`src/rtl/truth_table_sweeper.sv`:
```
// Exhaustive truth-table sweeper: drives every N_IN-bit vector to a combinational DUT,
// samples its single output at the end of each hold window and tallies mismatches.
module truth_table_sweeper #(
  parameter int N_IN        = 4,
  parameter int HOLD_CYCLES = 30,
  parameter int PRE_DELAY   = 300,
  parameter logic [(1<<N_IN)-1:0] EXPECTED = '0
) (
  input  logic            clk,
  input  logic            reset_n,
  input  logic            start,
  input  logic            loop,
  input  logic            dut_y,
  output logic [N_IN-1:0] stim,
  output logic            busy,
  output logic            done,
  output logic            pass,
  output logic [N_IN:0]   err_count,
  output logic [N_IN-1:0] first_fail_idx,
  output logic            first_fail_valid,
  output logic [1:0]      dbg_state
);

  localparam int NV = 1 << N_IN;
  localparam int DW = (PRE_DELAY > 1) ? $clog2(PRE_DELAY) : 1;
  localparam int HW = (HOLD_CYCLES > 1) ? $clog2(HOLD_CYCLES) : 1;

  localparam logic [DW-1:0] PRE_LAST  = DW'((PRE_DELAY > 0) ? PRE_DELAY - 1 : 0);
  localparam logic [HW-1:0] HOLD_LAST = HW'(HOLD_CYCLES - 1);
  localparam logic [N_IN:0] IDX_LAST  = (N_IN + 1)'(NV - 1);

  typedef enum logic [1:0] {
    S_IDLE     = 2'd0,
    S_PRE_WAIT = 2'd1,
    S_APPLY    = 2'd2,
    S_DONE     = 2'd3
  } state_t;

  state_t          state, state_n;
  logic [DW-1:0]   pre_cnt, pre_cnt_n;
  logic [HW-1:0]   hold_cnt, hold_cnt_n;
  logic [N_IN:0]   idx, idx_n;
  logic [N_IN-1:0] stim_n;
  logic            busy_n, done_n, pass_n;
  logic [N_IN:0]   err_n;
  logic [N_IN-1:0] ffi_n;
  logic            ffv_n;
  logic            launch;

  assign dbg_state = state;

  // start is a level request, honoured only from IDLE or DONE; loop re-arms from DONE.
  always_comb begin
    state_n    = state;
    pre_cnt_n  = pre_cnt;
    hold_cnt_n = hold_cnt;
    idx_n      = idx;
    stim_n     = stim;
    err_n      = err_count;
    ffi_n      = first_fail_idx;
    ffv_n      = first_fail_valid;
    pass_n     = pass;
    launch     = 1'b0;

    case (state)
      S_IDLE: begin
        if (start) launch = 1'b1;
      end

      S_PRE_WAIT: begin
        if (pre_cnt == PRE_LAST) begin
          state_n    = S_APPLY;
          idx_n      = '0;
          hold_cnt_n = '0;
          stim_n     = '0;
        end else begin
          pre_cnt_n = pre_cnt + DW'(1);
        end
      end

      S_APPLY: begin
        if (hold_cnt == HOLD_LAST) begin
          if (dut_y != EXPECTED[idx[N_IN-1:0]]) begin
            err_n = err_count + (N_IN + 1)'(1);
            if (!first_fail_valid) begin
              ffi_n = idx[N_IN-1:0];
              ffv_n = 1'b1;
            end
          end
          if (idx == IDX_LAST) begin
            // pass reflects the final compare made on this same edge
            state_n = S_DONE;
            pass_n  = (err_n == '0);
          end else begin
            idx_n      = idx + (N_IN + 1)'(1);
            hold_cnt_n = '0;
            stim_n     = idx_n[N_IN-1:0];
          end
        end else begin
          hold_cnt_n = hold_cnt + HW'(1);
        end
      end

      S_DONE: begin
        if (start || loop) launch = 1'b1;
      end

      default: state_n = S_IDLE;
    endcase

    if (launch) begin
      err_n      = '0;
      ffi_n      = '0;
      ffv_n      = 1'b0;
      pass_n     = 1'b0;
      pre_cnt_n  = '0;
      hold_cnt_n = '0;
      idx_n      = '0;
      stim_n     = '0;
      state_n    = (PRE_DELAY == 0) ? S_APPLY : S_PRE_WAIT;
    end

    busy_n = (state_n == S_PRE_WAIT) || (state_n == S_APPLY);
    done_n = (state_n == S_DONE);
  end

  always_ff @(posedge clk) begin
    if (!reset_n) begin
      state            <= S_IDLE;
      pre_cnt          <= '0;
      hold_cnt         <= '0;
      idx              <= '0;
      stim             <= '0;
      busy             <= 1'b0;
      done             <= 1'b0;
      pass             <= 1'b0;
      err_count        <= '0;
      first_fail_idx   <= '0;
      first_fail_valid <= 1'b0;
    end else begin
      state            <= state_n;
      pre_cnt          <= pre_cnt_n;
      hold_cnt         <= hold_cnt_n;
      idx              <= idx_n;
      stim             <= stim_n;
      busy             <= busy_n;
      done             <= done_n;
      pass             <= pass_n;
      err_count        <= err_n;
      first_fail_idx   <= ffi_n;
      first_fail_valid <= ffv_n;
    end
  end

endmodule
```
`config.mk`:
```
export PLATFORM = sky130hd
export DESIGN_NAME = truth_table_sweeper
export DESIGN_NICKNAME = d
export VERILOG_FILES = /design/src/rtl/truth_table_sweeper.sv
export SDC_FILE = /design/constraint.sdc
export NUM_CORES = 1
export LEC_CHECK = 0
export BUFFER_PORTS_ARGS = -buffer_cell sky130_fd_sc_hd__buf_2
export CORE_MARGIN = 2
export CORE_UTILIZATION = 33
export DETAILED_ROUTE_END_ITERATION = 8
export PLACE_DENSITY_LB_ADDON = 0.3
export REMOVE_ABC_BUFFERS = 1
export SLEW_MARGIN = 0
export SYNTH_ARGS = -nofsm -noshare
export SYNTH_HDL_FRONTEND = slang
export SYNTH_SLANG_ARGS = --single-unit
```
`constraint.sdc`:
```
create_clock -name clk -period 3.7 [get_ports clk]
set_clock_uncertainty 0.05 [all_clocks]
set_input_delay 0.37 -clock clk [delete_from_list [all_inputs] [get_ports clk]]
set_output_delay 0.37 -clock clk [all_outputs]
set_load 0.02 [all_outputs]
```
# [Yosys cells after proc, flatten, opt, wreduce, memory -nomap -nowiden]
# Memories as Yosys holds them, arrays and structs flattened. A register that Yosys moved wholly into a read port is not among the register bits.
# Cells that the tools add are included.
[totals] in_bits=5 latchBits=0 memories=1 ff_bits=38 wordCells=72 mem_bits_ro=16 ramBits=0 out_inout_bits=19
[memory_table] memory="(no name shown)" depth=16 width=1 rd=1 rd_ports_with_merged_regs=1 write_ports=0 line_no="83" source="if (dut_y != EXPECTED[idx[N_IN-1:0]]) begin"
[classes] muxes=25 shifts=0 multipliers=0 n_div=0 n_addsub=4 n_eq_ne=14 bitwise=3 magnitude_cmp=1 reduce_logical=13
[ops] cell="5-bit 2-to-1 mux" n=8
[ops] cell="4-bit 2-to-1 mux" n=5
[ops] cell="5-bit case mux with 2 select lines" n=2
[ops] cell="5-bit by 1-bit adder with 5-bit output, second input constant" n=3
[ops] cell="9-bit by 1-bit adder with 9-bit output, second input constant" n=1
[ops] cell="9-bit equality test, second input constant" n=1
[ops] cell="3-bit AND reduction" n=3
[ops] cell="2-bit equality test, second input constant" n=4
[ops] cell="2-bit 2-to-1 mux" n=4
[ops] cell="4-bit case mux with 2 select lines" n=1
[ops] cell="4-bit AND reduction" n=2
[ops] cell="2-bit inequality test, second input constant" n=3
[ops] cell="5-bit by 4-bit equality test with 1-bit output, second input constant" n=1
[ops] cell="5-bit equality test, second input constant" n=1
[ops] cell="5-bit zero test" n=1
[ops] cell="4-bit by 5-bit less-than comparator with 1-bit output, second input constant" n=1
[ops] cell="2-bit by 1-bit equality test with 1-bit output, second input constant" n=2
[ops] cell="2-bit case mux with 2 select lines" n=1
[ops] cell="2-bit AND reduction" n=2
[ops] cell="1-bit 2-to-1 mux" n=3
[ops] cell="3-bit inequality test, second input constant" n=1
[ops] cell="1-bit NOT" n=3
[ops] cell="2-bit zero test" n=1
[ops] cell="1-bit logical OR" n=2
[ops] cell="other kinds (4)" n=4

# [Longest topological paths before layout]
[depth] word_depth=7 depth_mapped=8 depth_no_buf=8

# [Worst setup path after synthesis]
# No wires, ideal clock.
[synth_path] path_type="register to register" start="register state[0], in the netlist dbg_state[0]" end="register pre_cnt[0]" setup_ps=128 slack_ps=1486 period_less_slack_ps=2214 path_buffers=3 stages_incl_launch_ff=8 required_time_ps=3522 arrival_time_ps=2036 cell_sequence="dfxtp_1 inv_1 ha_1 clkbuf_1 o31ai_1 clkbuf_1 clkbuf_1 nor2_1"
[synth_via] elab_chain_len=3 word_cells_on_any_way=6 cone_classes="2 x eq/ne; 1 x mux; 3 x reduce/logical"
[synth_rtl] item="start, declared" line_no="39" source="state_t state, state_n;"
[synth_rtl] item="start signal, assigned" line_no="141" source="state <= state_n;"
[synth_rtl] item="2-bit equality test or 2-bit zero test (tied branches)" line_no="65" source="case (state)"
[synth_rtl] item="1-bit case mux with 2 select lines" line_no="65"
[synth_rtl] item="2-bit OR reduction (no source line)"
[synth_rtl] item="end signal, assigned" line_no="142" source="pre_cnt <= pre_cnt_n;"
[synth_rtl] item="end, declared" line_no="40" source="logic [DW-1:0] pre_cnt, pre_cnt_n;"
# Parallel ways exist; a longest one is shown, timed or not.
# A chain may end at the register's enable or synchronous reset.

# [Final worst setup path]
[layout_path] start="register state[0], in the netlist dbg_state[0]" end="register first_fail_valid"
[layout_via] elab_chain_len=3 word_cells_on_any_way=6 cone_classes="2 x eq/ne; 1 x mux; 3 x reduce/logical"
[layout_rtl] item="2-bit equality test or 2-bit zero test (tied branches)" line_no="65"
[layout_rtl] item="1-bit case mux with 2 select lines" line_no="65"
[layout_rtl] item="2-bit OR reduction (no source line)"
[layout_rtl] item="end signal, assigned" line_no="151" source="first_fail_valid <= ffv_n;"
[layout_rtl] item="end, declared" line_no="20" source="output logic first_fail_valid,"
# Parallel ways exist; a longest one is shown, timed or not.

==> summary.txt <==
Floorplan
  – I/O pins: 24
  – Die Y: 77.9 um
  – Die X: 77.9 um
  – Core box area: 5200 um^2
  – Initial Utilization: 0.346
  – Die ar.: 6070 um^2
  – Num rows: 26

Logic synthesis
  – EDFF count, synth: 0
  – Synth Area in Simple Gates: 0.246
  – Post-Syn Instances: 210
  – Area contributors post-synth: dfxtp_1 (38%), ha_1 (8.3%), xor2_1 (5.8%), a21oi_1 (4.2%), o21ai_0 (3.6%)
  – Synth Area in Adders: 0.0833
  – Mapped Area: 1800 um^2
  – Post-Synth XOR/XNOR Area: 0.0729
  – Synth Area per Inst: 8.59 um^2
  – Post-synth top cells: dfxtp_1 (34), nor2_1 (17), a21oi_1 (15), nand2_1 (13), o21ai_0 (13)
  – Largest family of logic cells by synthesized area: simple AND/OR/NAND/NOR gates
  – Post-synthesis compound-gate area fraction: 0.169
  – Post-synthesis mux area share: 0.00555
  – Ys async rst share: 0
  – Yosys cell types: 39
  – #FFs+latches synth: 34
  – Ys Warns: 0
  – Post-synth top area share: 0.378
  – Ys flop type: dfxtp_1
  – Sequential share of the synthesized area: 0.378
  – Yosys top cell by area: dfxtp_1
  – Most common cell in the netlist: dfxtp_1

Critical path
  – CP Launch Type: register
  – Worst-path maximum fanout: 21
  – Crit path buf inv count: 2
  – Slowest stage delay, CP: 0.85 ns
  – CP cell instances: inv_1 > ha_1 > o31ai_4 > buf_4 > a21oi_1
  – CP Class: reg2reg
  – Worst setup EP type: register
  – Crit path DAT: 2.48 ns
  – CP delay by family, top: compound AO/OA/AOI/OAI gates
  – Crit-path slowest cell: o31ai_4
  – Worst Path Required: 3.81 ns
  – Reg2Reg Setup Slack: 1.33 ns

STA
  – Final TNS setup: 0 ns
  – Slew Viols, Final: 0
  – Minimum clock period: 2.37 ns
  – Final WS setup: 1.33 ns
  – # setup viols final: 0
  – Slew headroom: 0.392
  – RSZ-0062 raised after global routing: false
  – Tcrit/Tclk final: 0.640
  – Worst-Margin Slew: 0.912 ns
  – Final Hold Viols: 0
  – Max Fclk: 0.422 GHz

Hold path
  – Worst hold path type: in2reg

Routing
  – Drt total wl: 3840 um
  – DRT iter0 DRCs: 83
  – Vias per inst: 5.20
  – Drt drc: 0
  – First-pass iteration count of the detailed router: 4
  – Total number of vias: 1571
  – Post-route ant nets: 0
  – WL/cell: 12.7 um

Placed design
  – Port bufs: 23
  – RD Place Congestion: 0.750
  – Placed cell areas: 1970 um^2
  – Dpl ws: 1.30 ns
  – Detail Placement HPWL: 2770 um

Power and ir drop
  – Leakage power: 0.786 nW
  – Pwr dens: 383 nW/um^2
  – Total power: 0.000796 W
  – Peak VDD IR: 0.172 mV

Layout
  – Share of layout cells above drive strength 1: 0.142
  – Antenna Cells: 0
  – Area delta synth->final: 15.4%
  – Final instance area: 2080 um^2
  – Layout Nets: 248
  – Filler Cell Count: 564

Clock network
  – Hold Buf Count CTS: 0
  – Clock Latency Late Sink: 0.28 ns
  – Reg clk slew, reported paths: 0.07 ns
  – CTS tree: yes
  – Clock Path Buffers: 2
  – H-Tree Depth: 2
  – Clk root buf: clkbuf_8
  – Total CTS buffers: 5
  – Post_cts resized: 0
  – Clk sink count: 34
  – Setup bufs post-CTS: 0

GRT
  – Total grt overflow: 0
  – Met2 Track Usage GR: 0.228
  – Largest net degree at the start of global routing: 22
  – GR peak layer: met2
  – Met1 Usage GRT: 0.173
  – Initial antenna violation count: 0
  – First-pass GRT wire length: 6720 um
  – GRT Overall Usage: 0.137
  – GR Util met3: 0.0314
  – Vias in the first global route: 1459

Run
  – Max-Cap Viols: 0

Run status
  – Status: complete, no violations
## registers in the layout (all words and copies together), names as in the netlist
signal	flops
stim	3
pass	1
done	1
dbg_state	2
idx	2
pre_cnt	9
first_fail_idx	4
busy	1
hold_cnt	5
first_fail_valid	1
err_count	5
## through the flow
step           hold WS [ns]  utilization  instances
6_report              0.349        0.400        302
5_1_grt               0.368        0.400        302
4_1_cts               0.345        0.400        302
3_5_place_dp          0.403        0.379        294
3_3_place_gp          0.401        0.379        294
2_1_floorplan         0.400            -        200
## cells by family (layout without fill, tap and decap cells)
kind of cell / after synthesis / count (layout)
XOR/XNOR: 15 / 15
AO/OA/AOI/OAI: 48 / 48
multiplexers: 1 / 1
flip-flops: 34 / 34
buffers and inverters: 18 / 40
adder cells (fa/ha/maj): 12 / 12
AND/OR/NAND/NOR: 82 / 82
## placed cells by master, fill, tap and decap left out, types with 2 or more instances in the layout
cell type  synthesis  routed
nand4_1            9       9
nand2b_1           3       3
nand2_1           13      13
a21oi_1           15      15
xnor2_1            3       3
and2_1             6       6
o21ai_0           13      13
or4_1              4       4
dfxtp_1           34      34
clkbuf_1           6       2
xor2_1            12      12
ha_1              12      12
clkbuf_8           0       5
inv_1              8       8
and3_1             4       4
nand3_1           10      10
o31ai_1            4       3
o32a_1             2       2
buf_2              0      23
a31oi_1            3       3
and4_1             3       3
nor2_1            17      17
nor3_1             8       8
## metal layers
metal	share of wire	wire (um)
met5	0	0
met4	0.014	52
met2	0.48	1840
met1	0.48	1840
met3	0.026	101
## area by class of cell
class                      instances  area, um^2  share of cell area
clock inverter                     1        30.0              0.0144
timing repair buffer              24         123              0.0589
sequential                        34         681               0.327
inverter                           8        30.0              0.0144
multi-input combinational        158        1050               0.506
clock buffer                       7        76.3              0.0367
tap                               70        87.6              0.0421
## path summary, 6_finish.rpt
kind / start / endpoint / cells past startpoint
min: reset_n / busy / 2
max reg2reg: dbg_state[0] / first_fail_valid / 5
min reg2reg: pass / pass / 2
max: dbg_state[0] / first_fail_valid / 5
## power breakdown
part / internal, W / switching (W) / total (W) / leakage [nW]
combinational: 0.0000295 / 0.0000583 / 0.0000878 / 0.459
sequential: 0.000370 / 0.00000452 / 0.000375 / 0.274
clock: 0.000202 / 0.000132 / 0.000334 / 0.0524
## worst register-to-register path, cell delays in order, from the launching register on
cell     delay, ns
dfxtp_1       0.42
inv_1         0.12
ha_1          0.45
o31ai_4       0.85
buf_4         0.31
a21oi_1       0.06
Power figures use the tool's default switching activity.
